**config.mk**
```make
export PLATFORM = sky130hd
export DESIGN_NAME = ps2_scancode_decoder
export DESIGN_NICKNAME = d
export VERILOG_FILES = /design/src/rtl/ps2_scancode_decoder.sv
export SDC_FILE = /design/constraint.sdc
export NUM_CORES = 1
export LEC_CHECK = 0
export BUFFER_PORTS_ARGS = -buffer_cell sky130_fd_sc_hd__buf_4
export CAP_MARGIN = 40
export CELL_PAD_IN_SITES_DETAIL_PLACEMENT = 2
export CELL_PAD_IN_SITES_GLOBAL_PLACEMENT = 2
export CORE_MARGIN = 3
export CORE_UTILIZATION = 30
export DETAILED_ROUTE_END_ITERATION = 8
export HOLD_SLACK_MARGIN = 0.06
export PLACE_DENSITY = 0.66
export SYNTH_ARGS = -nofsm -noshare
export SYNTH_HDL_FRONTEND = slang
export SYNTH_SLANG_ARGS = --single-unit
export TNS_END_PERCENT = 20
```
**constraint.sdc**
```tcl
create_clock -name clk -period 5.3 [get_ports clk]
set_input_delay 0.265 -clock clk [delete_from_list [all_inputs] [get_ports clk]]
set_output_delay 0.265 -clock clk [all_outputs]
set_load 0.02 [all_outputs]
```
**src/rtl/ps2_scancode_decoder.sv**
```systemverilog
// ps2_scancode_decoder
//   Parses PS/2 Set-2 scancode byte streams into key events and queues them
//   in a small first-word-fall-through FIFO. Tracks live Shift/Ctrl state.
//
// Ports
//   clk, rst_n      : clock (rising edge), asynchronous active-low reset
//   rx_data/rx_done : received byte, qualified by a one-cycle pulse
//   evt_rd          : pop the head event (ignored when empty)
//   evt_valid       : FIFO not empty, head event on evt_code/ext/rel
//   evt_code/ext/rel: head event scancode, E0-prefixed flag, release flag
//   evt_ovf         : one-cycle pulse when an event is dropped on a full FIFO
//   shift_held      : left (12) or right (59) Shift pressed
//   ctrl_held       : left (14) or right (E0 14) Ctrl pressed
module ps2_scancode_decoder #(
  parameter int FIFO_DEPTH  = 4,
  parameter int TIMEOUT_CYC = 2500000
) (
  input  logic       clk,
  input  logic       rst_n,
  input  logic [7:0] rx_data,
  input  logic       rx_done,
  input  logic       evt_rd,
  output logic       evt_valid,
  output logic [7:0] evt_code,
  output logic       evt_ext,
  output logic       evt_rel,
  output logic       evt_ovf,
  output logic       shift_held,
  output logic       ctrl_held
);

  localparam int AW = (FIFO_DEPTH > 1) ? $clog2(FIFO_DEPTH) : 1;
  localparam int CW = AW + 1;
  localparam int TW = (TIMEOUT_CYC > 1) ? $clog2(TIMEOUT_CYC) : 1;
  localparam logic [TW-1:0] TO_LAST = TW'(TIMEOUT_CYC - 1);
  localparam logic [CW-1:0] FULL_CNT = CW'(FIFO_DEPTH);

  localparam logic [7:0] B_E0 = 8'hE0;
  localparam logic [7:0] B_E1 = 8'hE1;
  localparam logic [7:0] B_F0 = 8'hF0;

  typedef struct packed {
    logic [7:0] code;
    logic       ext;
    logic       rel;
  } evt_t;

  typedef enum logic [2:0] {
    IDLE,
    GOT_E0,
    GOT_F0,
    GOT_E0F0,
    SKIP_E1
  } state_t;

  // Device/status bytes that never start or complete a key sequence.
  function automatic logic is_filt(input logic [7:0] b);
    return (b == 8'h00) || (b == 8'hAA) || (b == 8'hEE) ||
           (b == 8'hFA) || (b == 8'hFE) || (b == 8'hFF);
  endfunction

  state_t        state, nxt;
  logic [2:0]    skip;
  logic [TW-1:0] tcnt;
  logic          emit;
  evt_t          emit_evt;
  logic          filt;

  // ---------------------------------------------------------------------------
  // Sequence decode: next state and event to emit for the byte in this cycle.
  // ---------------------------------------------------------------------------
  always_comb begin
    nxt      = state;
    emit     = 1'b0;
    emit_evt = {rx_data, 1'b0, 1'b0};
    filt     = is_filt(rx_data);
    if (rx_done) begin
      case (state)
        IDLE: begin
          if (rx_data == B_F0)      nxt = GOT_F0;
          else if (rx_data == B_E0) nxt = GOT_E0;
          else if (rx_data == B_E1) begin
            // Pause is reported once as a bare E1; its tail is swallowed.
            emit = 1'b1;
            nxt  = SKIP_E1;
          end
          else if (!filt)           emit = 1'b1;
        end
        GOT_E0: begin
          if (rx_data == B_F0)      nxt = GOT_E0F0;
          else if (rx_data == B_E0) nxt = GOT_E0;
          else if (filt)            nxt = IDLE;
          else begin
            emit         = 1'b1;
            emit_evt.ext = 1'b1;
            nxt          = IDLE;
          end
        end
        GOT_F0: begin
          nxt = IDLE;
          if (!(rx_data == B_E0 || rx_data == B_F0 || filt)) begin
            emit         = 1'b1;
            emit_evt.rel = 1'b1;
          end
        end
        GOT_E0F0: begin
          nxt = IDLE;
          if (!(rx_data == B_E0 || rx_data == B_F0 || filt)) begin
            emit         = 1'b1;
            emit_evt.ext = 1'b1;
            emit_evt.rel = 1'b1;
          end
        end
        SKIP_E1: nxt = (skip <= 3'd1) ? IDLE : SKIP_E1;
        default: nxt = IDLE;
      endcase
    end
  end

  // ---------------------------------------------------------------------------
  // Parser state, Pause skip counter and inter-byte timeout.
  // A byte arriving in the timeout cycle takes priority over the abandon.
  // ---------------------------------------------------------------------------
  always_ff @(posedge clk or negedge rst_n) begin
    if (!rst_n) begin
      state <= IDLE;
      skip  <= 3'd0;
      tcnt  <= '0;
    end else if (rx_done) begin
      state <= nxt;
      tcnt  <= '0;
      if (state == IDLE && rx_data == B_E1) skip <= 3'd7;
      else if (state == SKIP_E1)            skip <= skip - 3'd1;
    end else if (state != IDLE) begin
      if (tcnt == TO_LAST) begin
        state <= IDLE;
        skip  <= 3'd0;
        tcnt  <= '0;
      end else begin
        tcnt <= tcnt + TW'(1);
      end
    end else begin
      tcnt <= '0;
    end
  end

  // ---------------------------------------------------------------------------
  // Event FIFO. The head is kept in output registers; head_n is what the head
  // will be after this edge, taking a write into an empty slot into account.
  // ---------------------------------------------------------------------------
  evt_t          mem [FIFO_DEPTH];
  logic [AW-1:0] wr_ptr, rd_ptr, rd_ptr_n;
  logic [CW-1:0] count, count_n, remain;
  logic          pop_ok, push_ok;
  evt_t          head_n;

  always_comb begin
    pop_ok   = evt_rd && (count != '0);
    // A full FIFO still accepts a push when the head leaves in the same cycle.
    push_ok  = emit && ((count != FULL_CNT) || pop_ok);
    count_n  = count + CW'(push_ok) - CW'(pop_ok);
    rd_ptr_n = pop_ok ? rd_ptr + AW'(1) : rd_ptr;
    remain   = count - CW'(pop_ok);
    if (push_ok && remain == '0) head_n = emit_evt;
    else                         head_n = mem[rd_ptr_n];
  end

  always_ff @(posedge clk) begin
    if (push_ok) mem[wr_ptr] <= emit_evt;
  end

  always_ff @(posedge clk or negedge rst_n) begin
    if (!rst_n) begin
      wr_ptr    <= '0;
      rd_ptr    <= '0;
      count     <= '0;
      evt_valid <= 1'b0;
      evt_code  <= 8'h00;
      evt_ext   <= 1'b0;
      evt_rel   <= 1'b0;
      evt_ovf   <= 1'b0;
    end else begin
      if (push_ok) wr_ptr <= wr_ptr + AW'(1);
      rd_ptr    <= rd_ptr_n;
      count     <= count_n;
      evt_valid <= (count_n != '0);
      evt_ovf   <= emit && !push_ok;
      // Outputs hold their last value once the FIFO drains.
      if (count_n != '0) {evt_code, evt_ext, evt_rel} <= head_n;
    end
  end

  // ---------------------------------------------------------------------------
  // Modifier tracking, driven by every decoded event whether or not it fits.
  // ---------------------------------------------------------------------------
  logic lshift, rshift, lctrl, rctrl;

  always_ff @(posedge clk or negedge rst_n) begin
    if (!rst_n) begin
      lshift <= 1'b0;
      rshift <= 1'b0;
      lctrl  <= 1'b0;
      rctrl  <= 1'b0;
    end else if (emit) begin
      if (emit_evt.code == 8'h12 && !emit_evt.ext) lshift <= !emit_evt.rel;
      if (emit_evt.code == 8'h59 && !emit_evt.ext) rshift <= !emit_evt.rel;
      if (emit_evt.code == 8'h14 && !emit_evt.ext) lctrl  <= !emit_evt.rel;
      if (emit_evt.code == 8'h14 &&  emit_evt.ext) rctrl  <= !emit_evt.rel;
    end
  end

  assign shift_held = lshift | rshift;
  assign ctrl_held  = lctrl | rctrl;

endmodule

```
## Word level (Yosys, flattened, before mapping)

Memory sizes are Yosys's and may differ from the RTL's.
Cells that the tools add are included.

- Bits in writable memories: 40
- Memories kept: 1
- Bits in registers: 51
- Word-level logic and storage cells: 113
- Output and inout bits: 14

Memory list:

| name | depth | width | rd ports | clocked after memory_dff | write ports | RTL line | text |
|---|---|---|---|---|---|---|---|
| mem | 4 | 10 | 1 | 0 | 1 | 151 | `evt_t mem [FIFO_DEPTH];` |

- Magnitude comparators: 1
- Bitwise logic cells: 2
- Equality and inequality tests: 19
- Multiplexer cells: 33
- Reduce and logical (&&, ||, !) cells: 35
- Add/subtract/negate cells: 7

Operator list:

| kind | number |
|---|---|
| $mux 22 | 3 |
| $eq 8x8->1 const B | 8 |
| $mux 3 | 10 |
| $add 22x1->22 const B | 1 |
| $eq 22x22->1 const B | 1 |
| $eq 8x5->1 const B | 2 |
| $mux 1 | 11 |
| $mux 10 | 1 |
| $logic_and 1x1->1 | 9 |
| $pmux 3 s3 | 1 |
| $reduce_bool 3->1 | 3 |
| $eq 8x7->1 const B | 1 |
| $logic_not 8->1 | 1 |
| $logic_or 1x1->1 | 8 |
| $mux 2 | 4 |
| $reduce_and 2->1 | 4 |
| $eq 3x2->1 const B | 2 |
| $logic_not 3->1 | 2 |
| $reduce_and 3->1 | 2 |
| $sub 3x1->3 | 2 |
| $ne 5x5->1 const B | 1 |
| $add 2x1->2 const B | 2 |
| $pmux 1 s2 | 2 |
| $reduce_bool 2->1 | 2 |
| other kinds (11) | 14 |

## Depth between registers and ports, before layout

Gate-level depths: netlist of run 1.

- Word-level depth: 16
- Mapped depth: 16
- Gate-level depth less buffers: 14

## Worst setup path after synthesis of run 1

Ideal clock, no wire load.

- Kind: input -> register
- Start: input rx_data[3]
- End: register evt_code[5]
- Data arrival time: 3.039 ns
- Path slack: 2.183 ns
- Required time: 5.222 ns
- Cell stages on the path: 15
- Library setup time: 0.078 ns
- Path through: clkbuf_1 -> and4_2 -> o21ai_1 -> nand2_2 -> nor3b_4 -> inv_1 -> ha_1 -> inv_1 -> ha_1 -> fa_1 -> xnor3_1 -> nor3_1 -> buf_2 -> a21oi_2 -> a21oi_1

- Word-level cells in the longest chain between the ends: 16

RTL lines:

| element | RTL line | text |
|---|---|---|
| start: declaration | 20 | `input logic [7:0] rx_data,` |
| $eq 8x8->1 or $logic_not 8->1 (tied branches) | 58 | `return (b == 8'h00) \|\| (b == 8'hAA) \|\| (b == 8'hEE) \|\|` |
| $logic_or 1x1->1 (3 in series) | 58 |  |
| $logic_or 1x1->1 (2 in series) | 59 | `(b == 8'hFA) \|\| (b == 8'hFE) \|\| (b == 8'hFF);` |
| $mux 1 | 87, 92 |  |
| $mux 1 | 82 | `else if (rx_data == B_E1) begin` |
| $mux 1 | 81 | `else if (rx_data == B_E0) nxt = GOT_E0;` |
| $mux 1 | 80 | `if (rx_data == B_F0) nxt = GOT_F0;` |
| $pmux 1 s3 (*) | 78 | `case (state)` |
| $mux 1 (*) | 77 | `if (rx_done) begin` |
| $logic_and 1x1->1 (*) | 160 | `push_ok = emit && ((count != FULL_CNT) \|\| pop_ok);` |
| $add 3x1->3 (*) | 161 | `count_n = count + CW'(push_ok) - CW'(pop_ok);` |
| $sub 3x1->3 (*) | 161 |  |
| via count_n[2] | 153 | `logic [CW-1:0] count, count_n, remain;` |
| $reduce_bool 3->1 (*) | 189 | `if (count_n != '0) {evt_code, evt_ext, evt_rel} <= head_n;` |
| end signal: assignment | 189 |  |
| end: declaration | 24 | `output logic [7:0] evt_code,` |

Mark *: on every way through the listed nets, which the timed path passes. The rest lies on a longest branch.
A chain may end at the register's enable or synchronous reset.

## Worst setup path in the final report of run 1

- Start: register count[2]
- End: register evt_code[1]

- Word-level cells in the longest chain between the ends: 7

RTL lines:

| element | RTL line | text |
|---|---|---|
| start: declaration | 153 |  |
| start signal: assignment | 185 | `count <= count_n;` |
| $reduce_bool 3->1 | 158 | `pop_ok = evt_rd && (count != '0);` |
| $logic_and 1x1->1 | 158 |  |
| $logic_or 1x1->1 | 160 |  |
| $logic_and 1x1->1 | 160 |  |
| $add 3x1->3 | 161 |  |
| $sub 3x1->3 (*) | 161 |  |
| via count_n[2] | 153 |  |
| $reduce_bool 3->1 (*) | 189 |  |

Marks and branches as above.

==> impl_metrics.yaml, run 1 <==
die:
  die_span_x_um: 132
  io-pin-count: 26
  core-area_mm2: 0.0153
  die-area_mm2: 0.0173
  floorplan.rows: 45
  dieHeight_um: 132
  start_util: 0.309
pwr:
  p_int_w: 0.00167
  combPwrFrac: 0.391
  p_leak_nw: 2.04
  switching_part_of_the_total_power: 0.384
  power.density_mw_per_mm2: 499
  vdd_ir_drop_max_mv: 0.189
  switchingPower_w: 0.00104
  seqPwrFrac: 0.365
  clock_power_share: 0.244
timing:
  slew_headroom: 0.469
  setup_tns_ns: 0
  final_hold_viol_count: 0
  setup_repair_after_global_routing_missed_its_margin: "no"
  timing.clock.skew_ns: 0.0145
  report.final.slew_viol_count: 0
  final_min_period_ns: 3.64
  timing.final.crit_share: 0.687
  setup_viol: 0
  max_freq_mhz: 274
  timing.final.ws_setup_ns: 1.66
  transition_time_at_the_pin_with_the_least_slew_margin_ns: 0.797
synthesis:
  netlist_area_mm2: 0.00474
  synth-edff-count: 40
  synth_nets: 471
  asyncSetResetFlopFracSynth: 0.560
  yosys.cell_types.count: 57
  avgSynthCellArea_um2: 10.6
  synth_xor_xnor_area_share: 0.0454
  synth_cells: 448
  post_synth_mux_area_share: 0.0341
  synth_fa_ha_area_frac: 0.0306
  yosys.area_share.simple: 0.197
  complex_gate_fraction_of_the_synthesized_area: 0.130
  synth_top_family_by_area: "simple AND/OR/NAND/NOR gates"
  yosys_register_bits: 91
  seq_area_frac_synth: 0.523
  yosysWarnings: 0
  ys_dominant_reg_cell: "sky130_fd_sc_hd__dfrtp_1"
global_route:
  first_global_vias: 3993
  global_route.usage.met1: 0.192
  met2_capacity_usage_during_global_routing: 0.281
  grt_overflow: 0
  busiest_layer: "met2"
  grt_util_all_layers: 0.159
  globalRouteMet3Util: 0.0325
  grt_antenna_before_repair: 0
  global_route_wire_length_before_repair_um: 21600
  grt_max_degree: 52
drt:
  detail_route.first_pass.iterations: 4
  routed-via-count: 3552
  antenna_left: 0
  drt_iter0_markers: 129
  drcViolationCount: 0
  post_drt_wl_per_cell_um: 19.0
  routed_wire_length_um: 12900
  vias_per_cell: 5.24
finish:
  post_route_cells_drive_above_1_share: 0.124
  insertedDiodeCount: 0
  nets: 485
  layout_common_cells: "sky130_fd_sc_hd__dfrtp_1, sky130_fd_sc_hd__nor2_1, sky130_fd_sc_hd__edfxtp_1, sky130_fd_sc_hd__nand2_1, sky130_fd_sc_hd__buf_4"
  area_growth_pct: 14.6
  mostFrequentLayoutCell: "sky130_fd_sc_hd__dfrtp_1"
placed_design:
  dp.final_hpwl_um: 8840
  place_ws_ns: 1.61
  io_buffer_count: 25
  place.gp.congestion: 0.804
critical_path:
  timing.reg2reg.setup_slack_ns: 1.66
  timing.critical_path.max_delay_family: "adder cells"
  worstPathRequired_ns: 5.51
  critPathCaptureType: "flip-flop"
  cp_data_arrival_time_ns: 3.85
  crit_slowest_cell: "sky130_fd_sc_hd__dfrtp_1"
  critical_path.reg2reg.endpoint: "evt_code[1]"
  cp_cell_sequence: "o31ai_4 -> buf_4 -> inv_2 -> ha_1 -> inv_1 -> ha_1 -> fa_1 -> xnor3_1 -> nor3_2 -> buf_4 -> a21oi_2 -> a21oi_1"
  timing_startpoint_of_the_critical_path: "count[2]"
  cp-start-kind: "flip-flop"
  crit_buf_inv: 4
  length_in_cells_of_the_worst_reg_to_reg_path: 12
  critPathMaxFanout: 33
  path_class: "reg2reg"
  crit_path_max_incr_delay_ns: 0.45
  reg2reg_from: "count[2]"
  crit_path_end: "evt_code[1]"
  timing.critical_path.depth: 12
clock_network:
  clk_pin_slew_ns: 0.07
  post-cts-setup-buffers: 0
  clock_tree_buffer_depth: 2
  post_cts.resized_instances: 0
  cts.sink_count: 91
  tritoncts.num_buffers: 9
  clock_insertion_delay_worst_skew_ns: 0.36
  ctsRootBufferMaster: "sky130_fd_sc_hd__clkbuf_16"
  htree_num_levels: 3
  hold_buffers: 1
  cts_tree: "yes"
worst_hold_path:
  hold_path_class: "in2reg"
run:
  cap_violations: 0
outcome:
  status: "finished, final reports clean"
-- metrics by stage --
step	hold slack [ns]	total power, W	area (um2)	utilization	std cells
3_5_place_dp	0.375	0.00209	5110	0.334	661
5_1_grt	0.162	0.00292	5430	0.354	678
2_1_floorplan	-0.0306	0.00172	4740	-	448
4_1_cts	0.155	0.00276	5430	0.354	678
3_3_place_gp	0.367	0.00201	5110	0.334	661
6_report	0.167	0.00271	5430	0.354	678
-- cells in the mapped netlist (3+ instances only) --
cell type	count	area share
sky130_fd_sc_hd__xor2_1	14	0.026
sky130_fd_sc_hd__xnor2_1	8	0.015
sky130_fd_sc_hd__o41ai_1	9	0.017
sky130_fd_sc_hd__a211oi_1	9	0.014
sky130_fd_sc_hd__or3_1	3	0.0040
sky130_fd_sc_hd__nor2_1	40	0.032
sky130_fd_sc_hd__nor3b_1	11	0.017
sky130_fd_sc_hd__nand3_1	9	0.0095
sky130_fd_sc_hd__and4_1	5	0.0092
sky130_fd_sc_hd__buf_2	10	0.011
sky130_fd_sc_hd__nand2b_1	9	0.012
sky130_fd_sc_hd__and2_1	7	0.0092
sky130_fd_sc_hd__inv_1	14	0.011
sky130_fd_sc_hd__o21ai_0	27	0.029
sky130_fd_sc_hd__nor4_1	7	0.0092
sky130_fd_sc_hd__clkbuf_1	16	0.013
sky130_fd_sc_hd__mux2i_1	15	0.032
sky130_fd_sc_hd__a21oi_1	18	0.019
sky130_fd_sc_hd__edfxtp_1	40	0.25
sky130_fd_sc_hd__dfrtp_1	51	0.27
sky130_fd_sc_hd__nor3_1	21	0.022
sky130_fd_sc_hd__ha_1	10	0.026
sky130_fd_sc_hd__nor2b_1	3	0.0040
sky130_fd_sc_hd__nand4_1	8	0.011
sky130_fd_sc_hd__o31ai_1	8	0.013
sky130_fd_sc_hd__o311a_1	9	0.019
sky130_fd_sc_hd__nand2_1	32	0.025
-- state kept, by name, indices dropped and copies added, names as in the netlist --
| name | count |
|---|---|
| mem | 40 |
| tcnt | 22 |
| evt_code | 8 |
| count | 3 |
| skip | 3 |
| state | 3 |
| rd_ptr | 2 |
| wr_ptr | 2 |
| evt_ext | 1 |
| evt_ovf | 1 |
| evt_rel | 1 |
| evt_valid | 1 |
| lctrl | 1 |
| lshift | 1 |
| rctrl | 1 |
| rshift | 1 |
-- how the worst min path moves through the flow --
stage | slack [ns] | end | cells past startpoint | startpoint
after floorplan | -0.03 | count[0] | 0 | rst_n
after global placement | 0.37 | rd_ptr[0] | 1 | rst_n
after detailed placement | 0.38 | rd_ptr[0] | 1 | rst_n
after CTS | 0.16 | mem[2][9] | 1 | rx_data[7]
after global routing | 0.16 | mem[3][9] | 1 | rx_data[7]
final | 0.17 | mem[2][9] | 1 | rx_data[7]
-- routing by layer --
| layer | share of wire | wire, um | up-vias |
|---|---|---|---|
| met5 | 0 | 0 | - |
| met4 | 0.022 | 281 | 0 |
| met3 | 0.026 | 338 | 19 |
| met2 | 0.51 | 6640 | 42 |
| met1 | 0.44 | 5640 | 1810 |
| li1 | - | - | 1681 |
-- cell families (layout without fill, tap and decap cells) --
group	count (synthesis)	in the layout
simple gates	172	172
compound gates	92	92
fa+ha+maj	11	11
mux	16	16
buf+inv	43	62
xor+xnor	23	23
flops	91	91
-- power by group through the flow --
stage               Sequential [W]  Clock, W  Combinational, W
finish                    0.000989  0.000660           0.00106
floorplan                  0.00101         0          0.000711
CTS                       0.000992  0.000685           0.00109
detailed placement         0.00101         0           0.00108
global route               0.00101  0.000713           0.00120
global placement          0.000994         0           0.00102
-- cell type report --
cell class	instances	area, um2
fillers	1670	9890
flip-flops and latches	91	2480
multi-input cells	314	2090
well taps	211	264
repair buffers	31	235
clock buffers	10	229
clock inverters	6	72.6
inverters	15	56.3
Power figures use the tool's default switching activity.
==> run 2, diff against run 1 <==
- ABC_AREA: unset -> 1
- PLACE_DENSITY: 0.66 -> 0.71
- clock period: 5.3 -> 3.1 ns (I/O delays scaled with it)
==> impl_metrics.yaml, run 2 <==
outcome:
  status: "finished, final reports clean"
pwr:
  clock_power_share: 0.256
  combPwrFrac: 0.396
  power.density_mw_per_mm2: 867
  switching_part_of_the_total_power: 0.390
  vdd_ir_drop_max_mv: 0.257
  switchingPower_w: 0.00184
  pwr_total_w: 0.00473
  p_leak_nw: 2.35
  seqPwrFrac: 0.348
  p_int_w: 0.00288
drt:
  drcViolationCount: 0
  routed-via-count: 3662
  vias_per_cell: 4.95
  post_drt_wl_per_cell_um: 17.8
  antenna_left: 0
  drt_iter0_markers: 155
  detail_route.first_pass.iterations: 4
  routed_wire_length_um: 13200
finish:
  largest_register_ff_count: 40
  insertedDiodeCount: 0
  mostFrequentLayoutCell: "sky130_fd_sc_hd__nand2_1"
  largest_registers: "mem: 40 flops, tcnt: 22 flops, evt_code: 8 flops"
  area_growth_pct: 19.2
  post_route_cells_drive_above_1_share: 0.194
  fillers: 1624
  layout_common_cells: "sky130_fd_sc_hd__nand2_1, sky130_fd_sc_hd__dfrtp_1, sky130_fd_sc_hd__nand3_1, sky130_fd_sc_hd__edfxtp_1, sky130_fd_sc_hd__buf_4"
  nets: 574
  max_flop_register: "mem"
critical_path:
  crit_slowest_cell: "sky130_fd_sc_hd__dfrtp_1"
  critPathMaxFanout: 11
  timing_startpoint_of_the_critical_path: "state[0]"
  crit_buf_inv: 4
  worstPathRequired_ns: 3.38
  path_class: "reg2reg"
  length_in_cells_of_the_worst_reg_to_reg_path: 17
  reg2reg_from: "state[0]"
  crit_path_max_incr_delay_ns: 0.41
  critical_path.reg2reg.endpoint: "evt_code[2]"
  timing.critical_path.depth: 17
  critPathCaptureType: "flip-flop"
  timing.critical_path.max_delay_family: "adder cells"
  timing.reg2reg.setup_slack_ns: 0.23
  crit_path_end: "evt_code[2]"
  cp-start-kind: "flip-flop"
  cp_cell_sequence: "inv_2 -> nand2_1 -> inv_1 -> nor2_2 -> o211ai_2 -> nor2_4 -> nand2_2 -> ha_1 -> inv_1 -> ha_1 -> fa_1 -> xnor2_1 -> xor2_1 -> nor3_2 -> inv_2 -> nand3_1 -> nand2_1"
  cp_data_arrival_time_ns: 3.15
synthesis:
  synth_cells: 505
  synth.top_cells.by_area: "sky130_fd_sc_hd__dfrtp_1, sky130_fd_sc_hd__edfxtp_1, sky130_fd_sc_hd__nand2_1, sky130_fd_sc_hd__nand3_1, sky130_fd_sc_hd__nor2_1"
  yosys_register_bits: 91
  synth_top_area_frac: 0.279
  avgSynthCellArea_um2: 9.06
  synthDominantAreaCellType: "sky130_fd_sc_hd__dfrtp_1"
  yosysWarnings: 0
  netlist_area_mm2: 0.00457
  asyncSetResetFlopFracSynth: 0.560
  yosysMostFrequentCell: "sky130_fd_sc_hd__nand2_1"
  synth_nets: 528
  synth-edff-count: 40
  yosys.cell_types.count: 42
  ys_dominant_reg_cell: "sky130_fd_sc_hd__dfrtp_1"
  seq_area_frac_synth: 0.542
  synthTopCellsByCount: "sky130_fd_sc_hd__nand2_1, sky130_fd_sc_hd__dfrtp_1, sky130_fd_sc_hd__nand3_1, sky130_fd_sc_hd__edfxtp_1, sky130_fd_sc_hd__nor2_1"
die:
  die-area_mm2: 0.0168
  floorplan.rows: 44
  start_util: 0.311
  dieHeight_um: 129
  io-pin-count: 26
  die_span_x_um: 129
  core-area_mm2: 0.0147
clock_network:
  cts_tree: "yes"
  ctsRootBufferMaster: "sky130_fd_sc_hd__clkbuf_16"
  htree_num_levels: 3
  cts.sink_count: 91
  clock_tree_buffer_depth: 2
  tritoncts.num_buffers: 9
  clk_pin_slew_ns: 0.07
  clock_insertion_delay_worst_skew_ns: 0.35
  post-cts-setup-buffers: 0
global_route:
  grt_max_degree: 52
  global_route_wire_length_before_repair_um: 21600
  grt_overflow: 0
  grt_antenna_before_repair: 0
  grt_util_all_layers: 0.168
  first_global_vias: 4108
timing:
  max_freq_mhz: 348
  timing.final.crit_share: 0.927
  report.final.slew_viol_count: 0
  transition_time_at_the_pin_with_the_least_slew_margin_ns: 0.741
  timing.clock.skew_ns: 0.00936
  final_min_period_ns: 2.87
  final_hold_viol_count: 0
  setup_repair_after_global_routing_missed_its_margin: "no"
  setup_tns_ns: 0
  slew_headroom: 0.506
  timing.final.ws_setup_ns: 0.225
  setup_viol: 0
run:
  cap_violations: 0
placed_design:
  io_buffer_count: 25
  dp.final_hpwl_um: 9350
  place_ws_ns: -0.0134
  place.gp.congestion: 0.787
worst_hold_path:
  hold_path_class: "in2reg"
run 2: cell count changes after synthesis, moves of 14 or more:
cell | previous run | this run
sky130_fd_sc_hd__nor3_1 | 21 | 7
sky130_fd_sc_hd__mux2i_1 | 15 | 0
sky130_fd_sc_hd__nand2_1 | 32 | 141
sky130_fd_sc_hd__nand3_1 | 9 | 45
sky130_fd_sc_hd__inv_2 | 1 | 17
sky130_fd_sc_hd__o21ai_0 | 27 | 8
sky130_fd_sc_hd__inv_1 | 14 | 36
run 2: layout make-up:
class	instances	area [um2]	share of cell area
clock buffers	11	243	0.0445
well taps	184	230	0.0422
clock inverters	5	85.1	0.0156
inverters	54	203	0.0372
repair buffers	48	383	0.0702
multi-input cells	347	1830	0.336
flip-flops and latches	91	2480	0.454
run 2: worst min path at each step:
stage	to	depth (start not counted)	from
finish	mem[3][3]	1	rx_data[1]
global route	mem[3][3]	1	rx_data[1]
floorplan	count[0]	0	rst_n
global placement	evt_code[7]	1	rst_n
CTS	mem[3][3]	1	rx_data[1]
detailed placement	evt_code[7]	1	rst_n
run 2: logic make-up after synthesis:
| logic type | share of synthesized area |
|---|---|
| fa+ha+maj | 0.0317 |
| xor+xnor | 0.0211 |
| compound gates | 0.0471 |
| flops | 0.542 |
| simple gates | 0.299 |
| buf+inv | 0.0596 |
run 2: repair_timing:
item	CTS	global route
resized for setup	1	2
hold buffers	9	0
endpoints found under the hold margin	78	0
gates cloned	0	0
endpoints found under the setup margin	2	10
run 2: power groups by stage:
| stage | Clock (W) | Combinational (W) | Sequential [W] |
|---|---|---|---|
| global placement | 0 | 0.00176 | 0.00166 |
| CTS | 0.00125 | 0.00192 | 0.00165 |
| finish | 0.00121 | 0.00187 | 0.00165 |
| global route | 0.00129 | 0.00214 | 0.00167 |
| floorplan | 0 | 0.00114 | 0.00171 |
| detailed placement | 0 | 0.00188 | 0.00167 |
run 2: through the flow:
stage	std cells	hold slack (ns)	area [um2]	utilization
6_report	740	0.0793	5450	0.371
5_1_grt	740	0.0751	5450	0.371
4_1_cts	740	0.0700	5450	0.370
3_5_place_dp	715	0.278	5030	0.342
3_3_place_gp	715	0.263	5030	0.342
2_1_floorplan	505	-0.141	4570	-
run 2: metal layers:
layer | part of all wire | GRT usage | vias to the layer above | routed length (um)
met5 | 0 | 0 | - | 0
met4 | 0.012 | 0.0458 | 0 | 155
met3 | 0.014 | 0.0247 | 11 | 186
met2 | 0.56 | 0.321 | 21 | 7330
met1 | 0.42 | 0.194 | 1871 | 5480
li1 | - | - | 1759 | -
==> run 3, diff against run 2 <==
- RECOVER_POWER: unset -> 25
==> impl_metrics.yaml, run 3 (same netlist as run 2, synthesis figures left out) <==
outcome:
  status: "finished, final reports clean"
global_route:
  first_global_vias: 4108
  global_route_wire_length_before_repair_um: 21600
  grt_antenna_before_repair: 0
  grt_util_all_layers: 0.168
  grt_max_degree: 52
  grt_overflow: 0
finish:
  mostFrequentLayoutCell: "sky130_fd_sc_hd__nand2_1"
  insertedDiodeCount: 0
  largest_registers: "mem: 40 flops, tcnt: 22 flops, evt_code: 8 flops"
  post_route_cells_drive_above_1_share: 0.178
  max_flop_register: "mem"
  largest_register_ff_count: 40
  final_design_area_no_fill_mm2: 0.00542
  finalNonFillerCells: 740
  layout_common_cells: "sky130_fd_sc_hd__nand2_1, sky130_fd_sc_hd__dfrtp_1, sky130_fd_sc_hd__nand3_1, sky130_fd_sc_hd__edfxtp_1, sky130_fd_sc_hd__nor2_1"
  nets: 574
  area_growth_pct: 18.4
timing:
  report.final.slew_viol_count: 0
  final_hold_viol_count: 0
  timing.clock.skew_ns: 0.00827
  transition_time_at_the_pin_with_the_least_slew_margin_ns: 1.45
  timing.final.ws_setup_ns: 0.224
  setup_repair_after_global_routing_missed_its_margin: "no"
  timing.final.crit_share: 0.928
  max_freq_mhz: 348
  slew_headroom: 0.0342
  hold-worst-slack_ns: 0.143
  setup_viol: 0
  final_min_period_ns: 2.88
critical_path:
  path_class: "reg2reg"
  cp_cell_sequence: "inv_2 -> nand2_1 -> inv_1 -> nor2_2 -> o211ai_2 -> nor2_4 -> nand2_2 -> ha_1 -> inv_1 -> ha_1 -> fa_1 -> xnor2_1 -> xor2_1 -> nor3_2 -> inv_2 -> nand3_1 -> nand2_1"
  crit_slowest_cell: "sky130_fd_sc_hd__dfrtp_1"
  critPathMaxFanout: 11
  crit_buf_inv: 4
  timing.critical_path.max_delay_family: "adder cells"
  crit_path_max_incr_delay_ns: 0.41
  cp-start-kind: "flip-flop"
  cp_data_arrival_time_ns: 3.15
  critPathCaptureType: "flip-flop"
  worstPathRequired_ns: 3.38
die:
  die-area_mm2: 0.0168
  core-area_mm2: 0.0147
  die_span_x_um: 129
  dieHeight_um: 129
  io-pin-count: 26
  floorplan.rows: 44
  start_util: 0.311
pwr:
  power.density_mw_per_mm2: 871
  switchingPower_w: 0.00184
  p_leak_nw: 2.32
  vdd_ir_drop_max_mv: 0.257
  clock_power_share: 0.256
  p_int_w: 0.00288
  switching_part_of_the_total_power: 0.390
  seqPwrFrac: 0.349
  combPwrFrac: 0.395
clock_network:
  cts.sink_count: 91
  clock_tree_buffer_depth: 2
  htree_num_levels: 3
  tritoncts.num_buffers: 9
  clock_insertion_delay_worst_skew_ns: 0.34
  cts_tree: "yes"
  clk_pin_slew_ns: 0.06
  ctsRootBufferMaster: "sky130_fd_sc_hd__clkbuf_16"
  post-cts-setup-buffers: 0
drt:
  vias_per_cell: 4.95
  drt_iter0_markers: 132
  drcViolationCount: 0
  dr_wl_met3_um: 221
  antenna_left: 0
  detail_route.first_pass.iterations: 4
  post_drt_wl_per_cell_um: 17.8
  met2_length_um: 7320
  routed_wire_length_um: 13200
  met1Wirelength_um: 5480
  highest_layer: "met4"
  routed-via-count: 3660
run:
  cap_violations: 0
placed_design:
  io_buffer_count: 25
  dp.final_hpwl_um: 9350
  place.gp.congestion: 0.787
  detailed_place.area_mm2: 0.00503
  place_inst: 715
  place_ws_ns: -0.0134
worst_hold_path:
  hold_path_class: "in2reg"
-- run 3: worst register-to-register path, delay by kind of cell, from the launching register on --
| kind | cells | cell delay, ns |
|---|---|---|
| AOI/OAI and AO/OA | 1 | 0.11 |
| xor gates and xnor gates | 2 | 0.42 |
| adders and majority gates | 3 | 0.83 |
| buffers and inverters | 4 | 0.36 |
| DFF | 1 | 0.41 |
| and+or+nand+nor | 7 | 0.68 |
-- run 3: area by class of cell --
type                    count  area (um2)
flip-flops and latches     91        2480
clock buffers              11         243
inverters                  54         203
repair buffers             48         347
multi-input cells         347        1830
fillers                  1625        9280
clock inverters             5        85.1
well taps                 184         230
-- run 3: per-stage QoR --
| step | total power (W) | utilization | TNS, ns |
|---|---|---|---|
| after CTS | 0.00482 | 0.370 | 0 |
| after floorplan | 0.00286 | - | 0 |
| after global placement | 0.00342 | 0.342 | 0 |
| final | 0.00472 | 0.368 | 0 |
| after global routing | 0.00510 | 0.368 | 0 |
| after detailed placement | 0.00355 | 0.342 | -0.0573 |
-- run 3: layer usage --
layer,global-route usage,vias to the layer above
li1,-,1759
met1,0.194,1865
met2,0.321,25
met3,0.0247,11
met4,0.0458,0
met5,0,-
-- run 3: power groups by stage --
| stage | Clock [W] | Combinational, W | Sequential [W] |
|---|---|---|---|
| after floorplan | 0 | 0.00114 | 0.00171 |
| after global placement | 0 | 0.00176 | 0.00166 |
| after detailed placement | 0 | 0.00188 | 0.00167 |
| after CTS | 0.00125 | 0.00192 | 0.00165 |
| after global routing | 0.00129 | 0.00214 | 0.00167 |
| final | 0.00121 | 0.00187 | 0.00165 |
-- run 3: what timing repair did --
item                                    in CTS  in global routing
endpoints found under the setup margin       2                 10
hold buffers                                 9                  0
hold endpoints to repair                    78                  0
resized for setup                            1                  2
-- run 3: path summary, 6_finish.rpt --
| kind | from | endpoint | slack (ns) | cells past startpoint |
|---|---|---|---|---|
| max | state[1] | evt_code[2] | 0.22 | 17 |
| min | rx_done | skip[1] | 0.14 | 3 |
| max reg2reg | state[1] | evt_code[2] | 0.22 | 17 |
| min reg2reg | tcnt[0] | tcnt[0] | 0.46 | 1 |
| max in group asynchronous | rst_n | count[2] | 1.54 | 2 |
| min in group asynchronous | rst_n | evt_code[7] | 0.69 | 2 |
